[config.mk]
export PLATFORM = sky130hd
export DESIGN_NAME = icache_refill
export DESIGN_NICKNAME = d
export VERILOG_FILES = /design/src/rtl/icache_refill.sv
export SDC_FILE = /design/constraint.sdc
export NUM_CORES = 1
export LEC_CHECK = 0
export CAP_MARGIN = 25
export CORE_UTILIZATION = 30
export CTS_CLUSTER_DIAMETER = 150
export DETAILED_ROUTE_END_ITERATION = 16
export PLACE_DENSITY = 0.53
export SYNTH_ARGS = -nofsm -noshare
export SYNTH_HDL_FRONTEND = slang
export SYNTH_SLANG_ARGS = --single-unit
[constraint.sdc]
create_clock -name i_clk -period 38.3 [get_ports i_clk]
set_input_delay 3.83 -clock i_clk [delete_from_list [all_inputs] [get_ports i_clk]]
set_output_delay 3.83 -clock i_clk [all_outputs]
set_load 0.01 [all_outputs]
[src/rtl/icache_refill.sv]
// rtl/icache_refill.sv - instruction cache miss refill engine
// Detects a fetch miss, requests one aligned line, gathers beats and pulses the line write.
module icache_refill #(
    parameter int ADDR_WIDTH  = 64,
    parameter int BLOCK_WIDTH = 512,
    parameter int BUS_WIDTH   = 64
) (
    input  logic                   i_clk,
    input  logic                   i_arst,
    input  logic                   i_icache_hit,
    input  logic [ADDR_WIDTH-1:0]  i_pc,
    output logic                   o_stall_fetch,
    output logic                   o_instr_we,
    output logic [BLOCK_WIDTH-1:0] o_instr_block,
    output logic                   o_mem_req_valid,
    input  logic                   i_mem_req_ready,
    output logic [ADDR_WIDTH-1:0]  o_mem_addr,
    input  logic                   i_mem_data_valid,
    input  logic [BUS_WIDTH-1:0]   i_mem_data
);
    localparam int BEATS = BLOCK_WIDTH / BUS_WIDTH;
    localparam int CW    = (BEATS > 1) ? $clog2(BEATS) : 1;
    localparam int OFFS  = $clog2(BLOCK_WIDTH / 8);
    localparam logic [CW-1:0] LAST = CW'(BEATS - 1);

    typedef enum logic [1:0] {IDLE, REQ, FILL, WRITE} state_t;

    state_t        state;
    logic [CW-1:0] beat;

    always_ff @(posedge i_clk or posedge i_arst) begin
        if (i_arst) begin
            state           <= IDLE;
            beat            <= '0;
            o_mem_req_valid <= 1'b0;
            o_instr_we      <= 1'b0;
            o_mem_addr      <= '0;
            o_instr_block   <= '0;
        end else begin
            o_instr_we <= 1'b0;
            case (state)
                IDLE: begin
                    if (!i_icache_hit) begin
                        o_mem_addr      <= {i_pc[ADDR_WIDTH-1:OFFS], {OFFS{1'b0}}};
                        o_mem_req_valid <= 1'b1;
                        state           <= REQ;
                    end
                end
                REQ: begin
                    if (i_mem_req_ready) begin
                        o_mem_req_valid <= 1'b0;
                        beat            <= '0;
                        state           <= FILL;
                    end
                end
                FILL: begin
                    // Beat 0 is the lowest address, so it lands in the least significant slice
                    if (i_mem_data_valid) begin
                        o_instr_block[beat*BUS_WIDTH +: BUS_WIDTH] <= i_mem_data;
                        beat <= beat + 1'b1;
                        if (beat == LAST) begin
                            o_instr_we <= 1'b1;
                            state      <= WRITE;
                        end
                    end
                end
                WRITE: state <= IDLE;
                default: state <= IDLE;
            endcase
        end
    end

    // Combinational so the PC is frozen in the very cycle the miss is seen
    assign o_stall_fetch = (state != IDLE) || !i_icache_hit;

endmodule

==> results of run 1 <==
state kept, by name, indices dropped and copies added (netlist names):
| signal | count |
|---|---|
| beat | 3 |
| o_instr_block | 512 |
| o_instr_we | 1 |
| o_mem_addr | 58 |
| o_mem_req_valid | 1 |
| state | 2 |
critical path: stages:
cell and delay (ns):
clkdlybuf4s50_1 0.54, nand2_1 0.14, clkdlybuf4s50_1 0.55
area by class of cell:
cell class	instances	area (um2)	area share [%]
Antenna cell	4	10.0	0.0294
Inverter	70	270	0.794
Multi-Input combinational cell	883	8530	25.1
Tap cell	1040	1300	3.83
Timing Repair Buffer	727	7280	21.4
Clock buffer	104	2020	5.94
Sequential cell	577	14400	42.5
Clock inverter	15	166	0.489
cells in the mapped netlist, drive strengths merged:
cell type | number | area [um2]
a2111oi | 1 | 8.76
a221oi | 1 | 8.76
a22o | 4 | 35.0
and2 | 162 | 1010
and3 | 31 | 194
and3b | 4 | 35.0
buf | 56 | 412
clkbuf | 42 | 158
conb | 1 | 3.75
dfrtp | 577 | 14400
ha | 10 | 125
inv | 70 | 263
mux2 | 507 | 5930
mux2i | 64 | 641
nand2 | 71 | 267
nand2b | 3 | 18.8
nand3 | 3 | 15.0
nor2b | 3 | 18.8
nor3b | 2 | 15.0
nor4b | 1 | 8.76
o21ai | 2 | 10.0
o21bai | 1 | 7.51
o22ai | 2 | 12.5
o311a | 1 | 10.0
o32a | 1 | 10.0
or2 | 1 | 6.26
or3 | 1 | 6.26
or4b | 1 | 10.0
how the worst min path moves through the flow:
stage                                     to  slack (ns)  cells after the start
after detailed placement  o_instr_block[152]        0.49                      1
after global placement     o_instr_block[63]        0.49                      1
final                     o_instr_block[140]        0.50                      1
after floorplan                     state[0]        0.50                      1
after global routing      o_instr_block[249]        0.51                      1
after CTS                  o_instr_block[74]        0.50                      1
routing by layer:
layer  wire [um]  GRT usage, %  vias to the layer above
li1            -             -                     6927
met1       34700          25.5                     8232
met2       42100          35.8                      440
met3        4480          4.52                      108
met4        2300          6.68                        0
met5           0             0                        -
metrics by stage:
stage	hold WS (ns)	utilization, %	instances	power [uW]	worst slack [ns]
after CTS	0.504	43.6	3414	2100	29.40
after global placement	0.487	40.7	3292	1430	29.43
after detailed placement	0.491	40.8	3295	1450	29.43
final	0.501	43.7	3420	2070	29.40
after global routing	0.513	43.7	3417	2170	29.36
after floorplan	0.500	-	1628	1080	18.33
logic make-up (layout without fill, tap and decap cells):
family,count (synthesis),count (layout)
flops,577,577
fa+ha+maj,10,10
compound gates,13,13
buf+inv,168,916
mux,571,571
other cells,1,10
simple gates,283,283
where the power goes:
| part | switching (uW) | internal (uW) |
|---|---|---|
| Combinational | 301 | 348 |
| Clock | 261 | 378 |
| Sequential | 63.3 | 721 |
| Total | 626 | 1450 |
==> flow_summary.toml, run 1 <==
[clocking]
cts_tree = "yes"
cts_resized = 0
cts_hold_buf = 0
clk_path_buf_depth = 3
clockRootBuffer = "clkbuf_16"
clock-sinks = 577
path_clk_slew_ns = 0.05
numCtsBuffers = 68
clk_latency_ns = 0.60
htreeDepth = 3
cts_setup_buffers = 0

[logic_synthesis]
synth_xor_area_share_pct = 0
synth_compound_area_share_pct = 0.433
synthSimpleGateAreaFrac_pct = 6.79
synthMuxAreaShare_pct = 27.8
synth-adder-area-share_pct = 0.528
synth_warnings = 0
ys_ff_latch = 577
synthCells = 1623
synth_top_family_by_area = "multiplexers"
synthDistinctLibCells = 33
synth_area_mm2 = 0.0237
postSynthAreaPerCell_um2 = 14.6
yosysSeqAreaShare_pct = 61.0

[timing]
fin_skew_ns = 0.0236
slew_headroom_pct = 12.2
worstMarginPinSlew_ns = 1.32
finalSetupTns_ns = 0
rsz0062_at_grt = "no"
min_period_ns = 8.90
post-route-period-util_pct = 23.2
fmax_mhz = 112
hold_violations = 0
finalSetupViolations = 0
finalMaxSlewViolations = 0

[pwr]
cellLeakagePower_uw = 0.0158
cellPowerDensity_mw_per_mm2 = 60.9
vdd_drop_max_v = 0.0000365

[placement]
gp_congestion = 0.821
port-buffer-count = 699
hpwl_um = 58300
placed_area_mm2 = 0.0318

[floorplanning]
io_pins = 712
die_width_um = 283
dieArea_mm2 = 0.0801
die_h_um = 283
start_util_pct = 30.4
rows = 102
coreArea_mm2 = 0.0778

[cells_and_area]
nets = 2470
drive_gt1_share_pct = 27.4
final_common_cell = "clkdlybuf4s50_1"
fillers = 7210
most-common-layout-cells = "clkdlybuf4s50_1 (699), dfrtp_1 (576), mux2_2 (447), and2_1 (162), nand2_1 (71)"
final_area_mm2 = 0.0340
area_growth_pct = 43.6

[worst_setup_path]
crit_type = "input port to output pin"
critPathCaptureType = "output pin"
cp-start-kind = "input port"
endpoint = "o_stall_fetch"
rrSetupSlack_ns = 34.54
r2r_start = "beat[0]"
reg2reg_depth = 8
crit_path_max_fanout = 5
required_ns = 34.47
r2r_end = "o_instr_block[61]"
critPathLaunch = "i_icache_hit"
critical_path_arrival_ns = 5.07

[routing]
drt_iter0_markers = 676
wl_per_cell_um = 24.4
vias = 15707
dr.pass1.iters = 4
post_drt_via_cell_ratio = 4.59
finalWirelength_um = 83600
antenna_left = 0
post-route-drc-count = 0

[global_route]
grt_pass1_wl_um = 123000
grt_max_degree = 176
grt.overflow.total = 0
antenna_found_initial = 3
grt_pass1_vias = 16684
grt_usage_pct = 20.7

[status]
status = "finished, final reports clean"

[worst_hold_path]
hold_class = "flip-flop to flip-flop"
holdCritStartpoint = "o_instr_block[140]"

[job]
cap_violations = 0
(Power assumes the default switching activity.)
==> inputs of run 2 (changes only) <==
Settings changed: PLACE_DENSITY 0.53 to 0.55.
Clock period 38.3 ns to 7.4 ns, I/O delays scaled along.
==> flow_summary.toml, run 2 (synthesis gave the netlist of run 1 again) <==
[worst_setup_path]
crit_type = "flip-flop to flip-flop"
critical_path_arrival_ns = 4.54
critPathLaunch = "beat[0]"
cp-start-kind = "flip-flop"
reg2reg_depth = 7
r2r_end = "o_instr_block[16]"
critPathCaptureType = "flip-flop"
crit_path_max_fanout = 43
r2r_start = "beat[0]"
rrSetupSlack_ns = 3.33
required_ns = 7.87

[status]
status = "finished, final reports clean"

[cells_and_area]
antenna_cells = 0
fillers = 7132
final_area_mm2 = 0.0341
largest_register_ff_count = 512
final_common_cell = "clkdlybuf4s50_1"
instances_no_fill = 3416
nets = 2469
top_regs = "o_instr_block (512), o_mem_addr (58), beat (3)"
most-common-layout-cells = "clkdlybuf4s50_1 (699), dfrtp_1 (576), mux2_2 (447), and2_1 (162), nand2_1 (71)"
area_growth_pct = 44.1
finish.utilization_pct = 43.8
drive_gt1_share_pct = 27.5
top_register = "o_instr_block"

[timing]
slew_headroom_pct = 29.9
fmax_mhz = 246
min_period_ns = 4.07
post-route-period-util_pct = 55.0
hold_violations = 0
finalSetupViolations = 0
worst_slack_ns = 3.33
finalSetupTns_ns = 0
worstMarginPinSlew_ns = 1.05
rsz0062_at_grt = "no"
fin_skew_ns = 0.0316
finalMaxSlewViolations = 0

[global_route]
grt_max_degree = 158
antenna_found_initial = 3
grt_pass1_wl_um = 120000
grt.overflow.total = 0
grt_pass1_vias = 16860
grt_usage_pct = 20.1

[worst_hold_path]
hold_class = "flip-flop to flip-flop"
holdPathEnd = "o_instr_block[202]"
holdCritStartpoint = "o_instr_block[202]"
min_delay_path_depth = 1

[placement]
port-buffer-count = 699
placed_area_mm2 = 0.0318
hpwl_um = 56900
gp_congestion = 0.833
placedCellCount = 3295
dp_slack_ns = 3.23

[floorplanning]
rows = 102
die_h_um = 283
io_pins = 712
coreArea_mm2 = 0.0778
start_util_pct = 30.4
die_width_um = 283
dieArea_mm2 = 0.0801

[clocking]
clk_path_buf_depth = 3
clk_latency_ns = 0.61
clock-sinks = 577
numCtsBuffers = 68
cts_resized = 0
cts_hold_buf = 0
htreeDepth = 3
clockRootBuffer = "clkbuf_16"
path_clk_slew_ns = 0.07
cts_tree = "yes"
cts_setup_buffers = 0

[routing]
drt_iter0_markers = 696
finalWirelength_um = 80900
vias = 15764
antenna_left = 0
wl_per_cell_um = 23.7
post_drt_via_cell_ratio = 4.61
dr.pass1.iters = 4
post-route-drc-count = 0

[pwr]
switching_share_pct = 29.8
p_int_uw = 7600
cellPowerDensity_mw_per_mm2 = 317
vdd_drop_max_v = 0.000204
clkPwrFrac_pct = 31.8
p_comb_share_pct = 30.8
power_switching_uw = 3230
seqPwrFrac_pct = 37.4
cellLeakagePower_uw = 0.0159

[job]
cap_violations = 0
==> run 2: cell count changes in the layout (fill, tap and decap cells not counted), sizes merged <==
cell      change
clkinv        -6
diode         -4
clkbuf        +3
bufinv        +2
buf           -1
clkinvlp      +1
inv           +1
==> run 2: worst max-delay path by stage <==
stage	endpoint	slack [ns]	cells after the start
after floorplan	beat[0]	-1.20	1
after global placement	o_instr_block[20]	3.28	7
after detailed placement	o_instr_block[25]	3.23	7
after CTS	o_instr_block[16]	3.18	7
after global routing	o_instr_block[289]	3.05	8
final	o_instr_block[16]	3.33	7
==> run 2: cell type report <==
class | count | area, um2 | share of cell area [%]
inverters | 70 | 267 | 0.781
repair buffers | 726 | 7280 | 21.3
clock buffers | 107 | 2070 | 6.06
multi-input cells | 883 | 8530 | 25.0
clock inverters | 13 | 243 | 0.711
flip-flops and latches | 577 | 14400 | 42.3
well taps | 1040 | 1300 | 3.81
==> run 2: per-stage QoR <==
| stage | power [uW] | hold slack [ns] |
|---|---|---|
| floorplan | 5610 | 0.500 |
| global placement | 7400 | 0.488 |
| detailed placement | 7490 | 0.492 |
| CTS | 11000 | 0.505 |
| global route | 11400 | 0.514 |
| finish | 10800 | 0.500 |
==> run 2: routing by layer <==
layer	global-route usage (%)	part of all wire, %	up-vias	wire (um)
li1	-	-	6918	-
met1	24.2	40	8236	32500
met2	34.6	51	484	40900
met3	4.75	5.6	126	4510
met4	7.65	3.7	0	2990
met5	0	0	-	0
==> run 2: power by group through the flow <==
stage | Sequential (uW) | Clock (uW) | Combinational [uW]
after floorplan | 4340 | 0 | 1270
after global placement | 4080 | 0 | 3310
after detailed placement | 4100 | 0 | 3380
after CTS | 4060 | 3560 | 3390
after global routing | 4130 | 3680 | 3550
final | 4060 | 3450 | 3330
==> run 2: critical path: stages (launching register included) <==
cell	delay, ns
dfrtp_2	0.34
buf_4	0.45
inv_1	0.15
ha_2	0.96
or2_2	0.27
or3_4	0.69
buf_4	0.61
mux2_4	0.35
==> inputs of run 3 (changes only) <==
Settings changed: PLACE_DENSITY 0.55 to 0.53.
Clock period 7.4 ns to 3.95 ns, I/O delays scaled along.
==> flow_summary.toml, run 3 (synthesis gave the netlist of run 1 again) <==
[routing]
wl_per_cell_um = 24.4
antenna_left = 0
dr.pass1.iters = 4
post_drt_via_cell_ratio = 4.62
drt_iter0_markers = 626
vias = 15888
finalWirelength_um = 83700
post-route-drc-count = 0

[floorplanning]
die_h_um = 283
dieArea_mm2 = 0.0801
io_pins = 712
die_width_um = 283
rows = 102
coreArea_mm2 = 0.0778
start_util_pct = 30.4

[worst_setup_path]
critical-path-top-delay-family = "buffers and inverters"
critPathLaunch = "beat[1]"
path_depth = 7
cpMostUsedCell = "buf_4"
endpoint = "o_instr_block[158]"
required_ns = 4.44
critPathBufInv = 3
r2r_start = "beat[1]"
crit_path_max_fanout = 33
crit_type = "flip-flop to flip-flop"
critPathSlowestCell = "buf_4"
cp_cell_sequence = "inv_1 -> ha_2 -> ha_1 -> nand3_4 -> buf_4 -> buf_4 -> mux2_2"
r2r_end = "o_instr_block[158]"
rrSetupSlack_ns = 0.91
slowest_delay_ns = 0.60
critPathCaptureType = "flip-flop"
cp-start-kind = "flip-flop"
reg2reg_depth = 7
critical_path_arrival_ns = 3.53

[clocking]
cts_setup_buffers = 0
cts_resized = 0
numCtsBuffers = 69
cts_tree = "yes"
clockRootBuffer = "clkbuf_16"
clk_path_buf_depth = 3
clock-sinks = 577
htreeDepth = 3
path_clk_slew_ns = 0.06
cts_hold_buf = 0
clk_latency_ns = 0.61

[global_route]
grt_pass1_vias = 17123
grt_usage_pct = 20.7
grt_max_degree = 131
antenna_found_initial = 2
grt.overflow.total = 0
grt_pass1_wl_um = 123000

[timing]
worstMarginPinSlew_ns = 0.823
min_period_ns = 3.04
finalSetupViolations = 0
fin_skew_ns = 0.0240
post-route-period-util_pct = 77.0
finalMaxSlewViolations = 0
hold_violations = 0
slew_headroom_pct = 45.1
worst_slack_ns = 0.908
rsz0062_at_grt = "no"
fmax_mhz = 329

[cells_and_area]
final_common_cell = "clkdlybuf4s50_1"
final_area_mm2 = 0.0343
top_register = "o_instr_block"
finish.utilization_pct = 44.1
nets = 2488
area_growth_pct = 44.8
top_regs = "o_instr_block (512), o_mem_addr (58), beat (3)"
instances_no_fill = 3437
most-common-layout-cells = "clkdlybuf4s50_1 (699), dfrtp_1 (576), mux2_2 (447), and2_1 (162)"
largest_register_ff_count = 512
drive_gt1_share_pct = 28.2

[placement]
placedCellCount = 3314
hpwl_um = 59400
dp_slack_ns = 0.857
gp_congestion = 0.834
port-buffer-count = 699
placed_area_mm2 = 0.0320

[pwr]
vdd_drop_max_v = 0.000346
cellPowerDensity_mw_per_mm2 = 594
cellLeakagePower_uw = 0.0160

[worst_hold_path]
hold_class = "input port to async pin"

[status]
status = "finished, final reports clean"

[job]
cap_violations = 0
## run 3: changes by cell type in the layout (fill, tap and decap cells not counted), sizes merged
cell,previous run,this run
inv,73,71
clkinv,5,15
clkbuf,107,96
diode,0,3
bufinv,4,6
clkinvlp,1,2
buf,27,45
## run 3: through the flow
| step | total power [uW] | hold slack [ns] | setup TNS (ns) |
|---|---|---|---|
| 2_1_floorplan | 10500 | 0.500 | -2484.86 |
| 3_3_place_gp | 14000 | 0.489 | 0 |
| 3_5_place_dp | 14100 | 0.492 | 0 |
| 4_1_cts | 20700 | 0.250 | 0 |
| 5_1_grt | 21300 | 0.263 | 0 |
| 6_report | 20400 | 0.265 | 0 |
## run 3: worst min path at each step
stage                  startpoint                  to  slack, ns  depth (start not counted)
2_1_floorplan            state[0]            state[0]       0.50                          1
3_3_place_gp    o_instr_block[96]   o_instr_block[96]       0.49                          1
3_5_place_dp   o_instr_block[114]  o_instr_block[114]       0.49                          1
4_1_cts                    i_arst   o_instr_block[93]       0.25                          2
5_1_grt                    i_arst   o_instr_block[93]       0.26                          2
6_report                   i_arst   o_instr_block[93]       0.26                          2
## run 3: area by class of cell
class                           instances  area (um2)
Tap cell                             1040        1300
Multi-Input combinational cell        883        8530
Inverter                               70         267
Fill cell                            7081       43600
Antenna cell                            3        7.51
Clock buffer                           96        1980
Clock inverter                         24         310
Sequential cell                       577       14400
Timing Repair Buffer                  744        7460
## run 3: metal layers
metal,vias up,global-route usage [%],wire (um)
li1,6971,-,-
met1,8302,24.6,33200
met2,467,36.4,42700
met3,148,4.65,4550
met4,0,7.57,3270
met5,-,0,0
## run 3: power by group
part           total (uW)  leakage (uW)  internal (uW)  switching [uW]
combinational        6300       0.00735           3380            2920
sequential           7610       0.00751           7000             618
clock                6460       0.00113           3900            2560
total               20400        0.0160          14300            6110
